**config.mk**
```make
export PLATFORM = sky130hd
export DESIGN_NAME = lfsr_checker_predict
export DESIGN_NICKNAME = d
export VERILOG_FILES = /design/src/rtl/lfsr_checker_pkg.sv /design/src/rtl/lfsr_checker_predict.sv
export SDC_FILE = /design/constraint.sdc
export NUM_CORES = 1
export LEC_CHECK = 0
export CAP_MARGIN = 10
export CORE_MARGIN = 5
export CORE_UTILIZATION = 40
export CTS_CLUSTER_SIZE = 30
export DETAILED_ROUTE_END_ITERATION = 8
export PLACE_DENSITY = 0.72
export SETUP_SLACK_MARGIN = 0.05
export SLEW_MARGIN = 10
export SYNTH_ARGS = -nofsm -noshare
export SYNTH_HDL_FRONTEND = slang
export SYNTH_SLANG_ARGS = --single-unit
```
**constraint.sdc**
```tcl
create_clock -name clk -period 2.9 [get_ports clk]
set_input_delay 0.435 -clock clk [delete_from_list [all_inputs] [get_ports clk]]
set_output_delay 0.435 -clock clk [all_outputs]
set_load 0.05 [all_outputs]
```
**src/rtl/lfsr_checker_pkg.sv**
```systemverilog
// Shared definitions for the 16-bit XNOR LFSR generator/checker pair:
// tap positions, lock-up pattern, checker states and the feedback function.
package lfsr_checker_pkg;

  localparam int LFSR_W = 16;
  localparam int TAP0   = 0;
  localparam int TAP1   = 1;
  localparam int TAP2   = 3;
  localparam int TAP3   = 12;

  // All-ones is the one self-consistent pattern of an XNOR LFSR.
  localparam logic [LFSR_W-1:0] LOCKUP = 16'hFFFF;

  typedef enum logic [1:0] {HUNT, CHECK, LOCKED} chk_state_t;

  function automatic logic lfsr_feedback(input logic [LFSR_W-1:0] s);
    return ~(s[TAP0] ^ s[TAP1] ^ s[TAP2] ^ s[TAP3]);
  endfunction

endpackage

```
**src/rtl/lfsr_checker_predict.sv**
```systemverilog
// History register and next-bit predictor; in flywheel mode the register
// follows its own prediction so a corrupted input bit does not poison it.
module lfsr_checker_predict
  import lfsr_checker_pkg::*;
(
  input  logic              clk,
  input  logic              rst,
  input  logic              bit_in,
  input  logic              shift_en,
  input  logic              use_pred,
  output logic [LFSR_W-1:0] hist,
  output logic              pred
);

  logic in_bit;

  assign pred   = lfsr_feedback(hist);
  assign in_bit = use_pred ? pred : bit_in;

  always_ff @(posedge clk or posedge rst) begin
    if (rst) begin
      hist <= '0;
    end else if (shift_en) begin
      hist <= {in_bit, hist[LFSR_W-1:1]};
    end
  end

endmodule

```
# Word level (Yosys, flattened, before mapping)
# Cells that the tools add are included.
dict set report totals {
  ff_bits 16
}
dict set report op_classes {
  bitwise 4
  mux 1
}
# operator count
set ops {}
lappend ops {{1-bit bitwise XOR} 3}
lappend ops {{1-bit two-way mux} 1}
lappend ops {{1-bit inverter} 1}

# Logic depth before layout (Yosys ltp)
# Gate-level depths: netlist (run 1).
dict set report logic_depth {
  word_depth 5
  depth_mapped 4
}

# Least setup slack after synthesis (run 1)
# No wires, ideal clock.
dict set report synth_path {
  path_kind {reg-to-output}
  start {register hist[0]}
  end {output pred}
  required_time_ns 2.465
  arrival_time_ns 1.683
  stages_incl_launch_ff 3
  n_path_buf 0
  setup_slack_ns 0.782
  cell_sequence {dfrtp_1 > xnor2_1 > xnor2_1}
}
dict set report synth_via {
  elab_chain_cells 4
}
# element line
set synth_rtl {}
lappend synth_rtl {{start: declaration} lfsr_checker_predict.sv:11} ;# output logic [LFSR_W-1:0] hist,
lappend synth_rtl {{start signal: assignment} lfsr_checker_predict.sv:24} ;# hist <= {in_bit, hist[LFSR_W-1:1]};
lappend synth_rtl {{1-bit bitwise XOR (3 in series)} lfsr_checker_pkg.sv:17} ;# return ~(s[TAP0] ^ s[TAP1] ^ s[TAP2] ^ s[TAP3]);
lappend synth_rtl {{1-bit inverter} lfsr_checker_pkg.sv:17}
lappend synth_rtl {{end: declaration} lfsr_checker_predict.sv:12} ;# output logic pred
# No other way between the ends.

# Worst setup path after layout (run 1)
dict set report layout_path {
  start {register hist[1]}
  end {output pred}
}
# The elaborated chain is that of the path after synthesis.

==> results of run 1 <==
cell usage in the layout, fill, tap and decap left out:
cell	netlist	layout
a31o_1	1	1
clkbuf_4	0	3
clkbuf_8	0	1
clkdlybuf4s50_1	0	21
dfrtp_1	16	16
inv_1	2	2
mux2_2	15	15
nand2_1	1	1
o22ai_1	1	1
xnor2_1	3	3
kinds of logic after synthesis:
kind of cell | Yosys count | synth area share, %
compound gates | 2 | 2.331
buf+inv | 4 | 4.660
simple gates | 1 | 0.5820
xor+xnor | 3 | 4.078
flops | 16 | 62.14
mux | 15 | 26.21
metrics by stage:
step | hold WS [ps] | utilization (%) | setup WS, ps | std cells | cell area (um2)
after floorplan | 348.7 | - | 781.8 | 41 | 644.4
after global placement | 513.1 | 55.91 | 881.7 | 76 | 852.1
after detailed placement | 518.3 | 55.91 | 884.9 | 76 | 852.1
after CTS | 507.8 | 58.29 | 558.9 | 80 | 888.4
after global routing | 553.6 | 58.29 | 437.2 | 80 | 888.4
final | 497.8 | 58.29 | 580.6 | 80 | 888.4
routing by layer:
| metal | part of all wire, % | global-route usage [%] |
|---|---|---|
| met4 | 2.9 | 7.860 |
| met2 | 44 | 14.85 |
| met5 | 0 | 0 |
| met3 | 8.6 | 2.959 |
| met1 | 45 | 12.81 |
worst max-delay path: stages (launching register included):
cell and delay [ps]:
dfrtp_1 420, xnor2_1 190, xnor2_1 150, clkdlybuf4s50_1 830
layout make-up:
cell class                 count  area (um2)  area share, %
sequential                    16       400.4          45.07
multi-input combinational     21       214.0          24.08
timing repair buffer          21       210.2          23.66
clock buffer                   4       36.28          4.085
tap                           16       20.02          2.254
inverter                       2       7.507         0.8451
final timing paths:
check | startpoint | to | slack (ps) | cells after the start
max | hist[1]$_DFFE_PP0P_ | pred | 580 | 3
min | rst | hist[8]$_DFFE_PP0P_ | 500 | 2
max reg2reg | hist[12]$_DFFE_PP0P_ | hist[15]$_DFFE_PP0P_ | 1860 | 3
min reg2reg | hist[11]$_DFFE_PP0P_ | hist[11]$_DFFE_PP0P_ | 540 | 1
max in group asynchronous | rst | hist[10]$_DFFE_PP0P_ | 2030 | 2
min in group clk | hist[11]$_DFFE_PP0P_ | hist[11]$_DFFE_PP0P_ | 540 | 1
==> qor.csv, run 1 <==
stage,metric,value,unit
setup_path,Critical Path End Type,output port,
sta,"Slew Viols, Final",0,
grt,first-pass GRT wire length,1987,um
setup_path,Critical Setup Path Class,reg -> out,
logic_synthesis,"Net Count, Synth",46,
grt,grt total ovfl,0,
floorplan,Die X,50.14,um
logic_synthesis,post-synthesis register bit count,16,
clocking,CTS tree,done,
grt,GRT Overall Usage,10.28,%
route,number of DRC markers in iteration 0,4,
finish,ratio of cells with drive above 1 in the final layout,29.69,%
route,drt total wl,1121,um
place,port bufs,21,
floorplan,Die H,50.14,um
sta,Hold Fails Final Rpt,0,
route,via/cell ratio,5.050,
sta,final period utilization,79.98,%
setup_path,Critical Path RT,2470,ps
finish,synth-to-layout area growth,37.86,%
floorplan,I/O pin total,22,
floorplan,die area,2514,um2
hold_path,worst hold path type,in -> async,
sta,Slew @ Worst Pin,764.9,ps
clocking,number of gates resized after cts,0,
logic_synthesis,cell with the most instances after synthesis,dfrtp_1,
grt,initial antenna violation count,0,
logic_synthesis,top cell type's share of synthesized area,62.14,%
clocking,Worst-path clk slew,90,ps
finish,fin nets,70,
logic_synthesis,Syn Inst Count,41,
logic_synthesis,Yosys top cell by area,dfrtp_1,
grt,pin count of the biggest net entering global routing,19,
clocking,TritonCTS Sinks,16,
sta,Final Setup Violations,0,
logic_synthesis,Post-Syn Area,644.4,um2
setup_path,startpoint types,flop,
clocking,H-tree levels,1,
sta,skew final,1.040,ps
logic_synthesis,synth warn,0,
clocking,hold-fix buffers at CTS,0,
sta,max_slew headroom,48.85,%
logic_synthesis,ranking of synthesized cells by area,"dfrtp_1 62%, mux2_2 26%, xnor2_1 4.1%",
clocking,setup bufs post-CTS,0,
place,placer congestion estimate,0.6478,
sta,achievable frequency,431.1,MHz
route,via count,404,
setup_path,Crit path arrival time,1880,ps
logic_synthesis,Post-synth EDFFs,0,
clocking,clock buffer depth,2,
route,DR WL/cell,14.01,um
place,post-DP HPWL,806.3,um
route,DRC,0,
clocking,cts bufs inserted,3,
job,max cap viols,0,
logic_synthesis,ys flop type,dfrtp_1,
logic_synthesis,asr flop ratio synth,100.0,%
finish,n_diodes,0,
sta,Final TNS setup,0,ps
logic_synthesis,sequential element share of the synthesized area,62.14,%
route,drt pass-1 iters,2,
sta,post-layout min period,2319,ps
floorplan,Starting Density,42.28,%
clocking,clk root buf,clkbuf_4,
route,Routed Antenna Nets,0,
finish,Largest regs,hist (16),
floorplan,core area,1524,um2
logic_synthesis,Commonest cells post-synth,"16 x dfrtp_1, 15 x mux2_2, 3 x xnor2_1",
grt,vias in the first global route,440,
sta,RSZ-0062 raised after global routing,false,
logic_synthesis,Syn Area/Cell,15.72,um2
finish,Largest Register,hist,
floorplan,row cnt,14,
setup_path,CP Max Fanout,4,
finish,Layout fillers,133,
logic_synthesis,library cells used by synthesis,8,
status,outcome,completed,
finish,max reg flops,16,
clocking,worst skew pair latency,280,ps
Power of run 1 is not shown: default switching activity piles up to over one toggle a cycle in this logic, so the estimate is an artifact.
==> run 2: changes to the inputs <==
- clock period: 2.9 -> 2.3 ns (I/O delays scaled with it)
==> run 2 against run 1 <==
Against the previous run:
- cell area up 0.56%
- setup slack worse by 140 ps
- sequential share of layout area down 0.25 points
- global-route usage is 0.48 points lower
- utilization up 0.33 points
- wire length decreased by 4.5%
- critical endpoint is now hist[3]
- via count shrank 2.5%
- largest cell class unchanged
- cell count up 1.3%
==> qor.csv, run 2 (same netlist as run 1, synthesis figures left out) <==
stage,metric,value,unit
place,post-DP HPWL,764,um
route,via count,394,
route,drt pass-1 iters,2,
finish,synth-to-layout area growth,38.64,%
finish,"leading cell type in the layout, fill and taps excluded",clkdlybuf4s50_1,
setup_path,crit-path leading delay family,buffers and inverters,
sta,achievable frequency,537.3,MHz
route,via/cell ratio,4.864,
place,dpl ws,734.7,ps
sta,Slew @ Worst Pin,585.2,ps
sta,Final TNS setup,0,ps
floorplan,I/O pin total,22,
route,DRC,0,
clocking,worst skew pair latency,280,ps
finish,fin area,893.4,um2
sta,Hold Fails Final Rpt,0,
clocking,number of gates resized after cts,0,
setup_path,CP max-delay cell,clkdlybuf4s50_1,
setup_path,Max stage delay on crit path,830,ps
floorplan,Starting Density,42.28,%
grt,pin count of the biggest net entering global routing,19,
finish,ratio of cells with drive above 1 in the final layout,32.31,%
finish,"Core Util, Final",58.62,%
finish,n_diodes,0,
grt,initial antenna violation count,0,
floorplan,Die X,50.14,um
status,outcome,completed,
route,drt total wl,1070,um
setup_path,"critical path, cell by cell",clkdlybuf4s50_1,
finish,most frequent cells in the layout,"20 x clkdlybuf4s50_1, 16 x dfrtp_1, 15 x mux2_2, 3 x xnor2_1, 3 x clkbuf_4",
route,DR WL/cell,13.21,um
setup_path,RR Startpoint,hist[0]$_DFFE_PP0P_,
finish,Largest regs,hist (16),
clocking,TritonCTS Sinks,16,
grt,grt total ovfl,0,
floorplan,die area,2514,um2
sta,"Slew Viols, Final",0,
setup_path,Critical Setup Path Class,reg -> out,
finish,fin nets,71,
floorplan,row cnt,14,
sta,skew final,4.396,ps
setup_path,startpoint types,flop,
clocking,H-tree levels,1,
clocking,setup bufs post-CTS,0,
setup_path,Critical Path RT,1960,ps
job,max cap viols,0,
setup_path,Crit path arrival time,1520,ps
clocking,clk root buf,clkbuf_4,
clocking,hold-fix buffers at CTS,0,
clocking,CTS tree,done,
finish,Largest Register,hist,
place,placer congestion estimate,0.6369,
sta,final period utilization,80.92,%
clocking,Worst-path clk slew,90,ps
sta,max_slew headroom,60.95,%
grt,first-pass GRT wire length,1897,um
setup_path,Critical Path End Type,output port,
place,"Cell Area, Placed",857.1,um2
setup_path,crit path from,hist[3]$_DFFE_PP0P_,
setup_path,CP bufs+invs,1,
clocking,cts bufs inserted,3,
setup_path,CP Max Fanout,4,
hold_path,worst hold path type,in -> async,
sta,RSZ-0062 raised after global routing,false,
route,Routed Antenna Nets,0,
finish,max reg flops,16,
clocking,clock buffer depth,2,
sta,post-route setup slack,438.8,ps
sta,post-layout min period,1861,ps
floorplan,core area,1524,um2
route,number of DRC markers in iteration 0,1,
floorplan,Die H,50.14,um
sta,Final Setup Violations,0,
grt,vias in the first global route,440,
place,port bufs,21,
setup_path,r2r setup slk,1250,ps
grt,GRT Overall Usage,9.803,%
[run 2: changes by cell type in the layout (fill, tap and decap cells not counted), sizes merged]
| cell | previous run | this run |
|---|---|---|
| buf | 0 | 2 |
| clkdlybuf4s50 | 21 | 20 |
[run 2: final timing paths]
kind,to,cells past startpoint
worst min register to register,hist[6]$_DFFE_PP0P_,1
worst min-delay path,hist[8]$_DFFE_PP0P_,2
max in group asynchronous,hist[3]$_DFFE_PP0P_,2
worst max-delay path,hist[3],1
min in group clk,hist[6]$_DFFE_PP0P_,1
worst max register to register,hist[15]$_DFFE_PP0P_,3
[run 2: metal layers]
metal	global-route usage (%)	share of wire (%)	up-vias	wire length [um]
met5	0	0	-	0
met4	6.550	0	0	0
met3	3.846	6.3	0	67
met2	14.02	44	12	474
met1	12.10	49	191	528
li1	-	-	191	-
[run 2: metrics by stage]
| stage | hold slack [ps] | cells |
|---|---|---|
| CTS | 429.2 | 81 |
| finish | 412.4 | 81 |
| floorplan | 258.7 | 41 |
| global route | 454.7 | 81 |
| detailed placement | 516.9 | 77 |
| global placement | 514.9 | 77 |
[run 2: area by class of cell]
cell class,count,area (um2)
Fill cell,136,630.6
Sequential cell,16,400.4
Timing Repair Buffer,22,215.2
Multi-Input combinational cell,21,214.0
Clock buffer,4,36.28
Tap cell,16,20.02
Inverter,2,7.507
Power of run 2 is left out for the same reason.
==> run 3: changes to the inputs <==
- clock period: 2.3 -> 1.74 ns (I/O delays scaled with it)
==> run 3 against run 2 <==
Against the previous run:
- sequential share of layout area is 0.64 points higher
- non-clock buffer count stayed put
- critical path depth is 2 higher
- clock skew is 2.1 ps lower
- cell count stayed put
- sequential cell count stayed put
- count of clock-buffer cells in the layout stayed put
- wire length is 4.9% higher
==> qor.csv, run 3 (same netlist as run 1, synthesis figures left out) <==
stage,metric,value,unit
setup_path,startpoint types,flop,
route,via/cell ratio,4.901,
grt,GRT Overall Usage,10.23,%
clocking,clock buffer depth,2,
setup_path,crit-path leading delay family,XOR/XNOR gates,
grt,initial antenna violation count,0,
place,placer congestion estimate,0.6311,
sta,post-route setup slack,150.8,ps
grt,vias in the first global route,432,
route,DR WL/cell,13.85,um
finish,most frequent cells in the layout,"17 x buf_4, 16 x dfrtp_1, 15 x mux2_2, 4 x clkdlybuf4s50_1, 3 x clkbuf_4",
setup_path,Critical Path End Type,output port,
sta,post-layout min period,1589,ps
setup_path,Critical Setup Path Class,reg -> out,
floorplan,row cnt,14,
sta,Fin Hold WS,329.6,ps
clocking,clk root buf,clkbuf_4,
grt,grt total ovfl,0,
sta,skew final,2.277,ps
clocking,setup bufs post-CTS,0,
route,drt pass-1 iters,3,
finish,max reg flops,16,
job,max cap viols,0,
setup_path,Max stage delay on crit path,430,ps
route,drt total wl,1122,um
sta,Final Setup Violations,0,
finish,synth-to-layout area growth,36.70,%
finish,ratio of cells with drive above 1 in the final layout,60.00,%
place,dpl ws,295.7,ps
setup_path,"critical path, cell by cell","xnor2_1, xnor2_2, buf_12",
route,number of DRC markers in iteration 0,3,
sta,Hold Fails Final Rpt,0,
floorplan,die area,2514,um2
route,DRC,0,
floorplan,Starting Density,42.28,%
route,Routed Antenna Nets,0,
sta,Final TNS setup,0,ps
setup_path,r2r setup slk,600,ps
sta,Slew @ Worst Pin,592.7,ps
clocking,worst skew pair latency,280,ps
setup_path,Crit path arrival time,1330,ps
route,via count,397,
place,post-DP HPWL,788.5,um
clocking,CTS tree,done,
setup_path,Critical Path RT,1480,ps
setup_path,CP Max Fanout,4,
hold_path,worst hold path type,in -> async,
status,outcome,completed,
setup_path,CP bufs+invs,1,
floorplan,Die H,50.14,um
finish,Largest Register,hist,
finish,n_diodes,0,
grt,first-pass GRT wire length,1959,um
clocking,TritonCTS Sinks,16,
finish,"leading cell type in the layout, fill and taps excluded",buf_4,
sta,RSZ-0062 raised after global routing,false,
sta,achievable frequency,629.2,MHz
clocking,H-tree levels,1,
setup_path,CP max-delay cell,dfrtp_1,
sta,final period utilization,91.34,%
sta,max_slew headroom,60.44,%
finish,fin nets,71,
clocking,Worst-path clk slew,90,ps
place,port bufs,21,
floorplan,core area,1524,um2
sta,"Slew Viols, Final",0,
finish,Largest regs,hist (16),
floorplan,I/O pin total,22,
clocking,cts bufs inserted,3,
floorplan,Die X,50.14,um
grt,pin count of the biggest net entering global routing,19,
==> run 3: cell types whose count changed in the layout (fill, tap and decap cells not counted) <==
cell             change
xnor2_2              +2
clkdlybuf4s50_1     -16
buf_12               +1
xnor2_1              -2
buf_4               +15
==> run 3: per-stage QoR <==
stage | instance area, um2 | cells | utilization, %
after floorplan | 651.9 | 41 | -
after global placement | 837.1 | 77 | 54.93
after detailed placement | 837.1 | 77 | 54.93
after CTS | 873.3 | 81 | 57.31
after global routing | 880.8 | 81 | 57.80
final | 880.8 | 81 | 57.80
==> run 3: layout make-up <==
| type | count | area (um2) |
|---|---|---|
| Inverter | 2 | 7.507 |
| Tap cell | 16 | 20.02 |
| Multi-Input combinational cell | 21 | 229.0 |
| Clock buffer | 4 | 36.28 |
| Sequential cell | 16 | 400.4 |
| Fill cell | 119 | 643.1 |
| Timing Repair Buffer | 22 | 187.7 |
==> run 3: repair_timing <==
item                       in CTS  in global routing
hold buffers                    0                  0
gates resized for setup         0                  1
setup endpoints to repair       0                  1
==> run 3: worst paths after layout <==
kind	startpoint	to	depth (start not counted)
min in group clk	hist[6]$_DFFE_PP0P_	hist[6]$_DFFE_PP0P_	1
min reg2reg	hist[6]$_DFFE_PP0P_	hist[6]$_DFFE_PP0P_	1
max reg2reg	hist[1]$_DFFE_PP0P_	hist[15]$_DFFE_PP0P_	3
min	rst	hist[9]$_DFFE_PP0P_	2
max	hist[1]$_DFFE_PP0P_	pred	3
max in group asynchronous	rst	hist[1]$_DFFE_PP0P_	2
==> run 3: metal layers <==
| layer | wire length [um] | up-vias | track usage, % | part of all wire, % |
|---|---|---|---|---|
| met4 | 15 | 0 | 6.550 | 1.3 |
| met2 | 480 | 15 | 14.23 | 43 |
| met5 | 0 | - | 0 | 0 |
| met3 | 79 | 2 | 3.550 | 7.0 |
| met1 | 546 | 189 | 13.40 | 49 |
| li1 | - | 191 | - | - |
Power of run 3 is left out for the same reason.
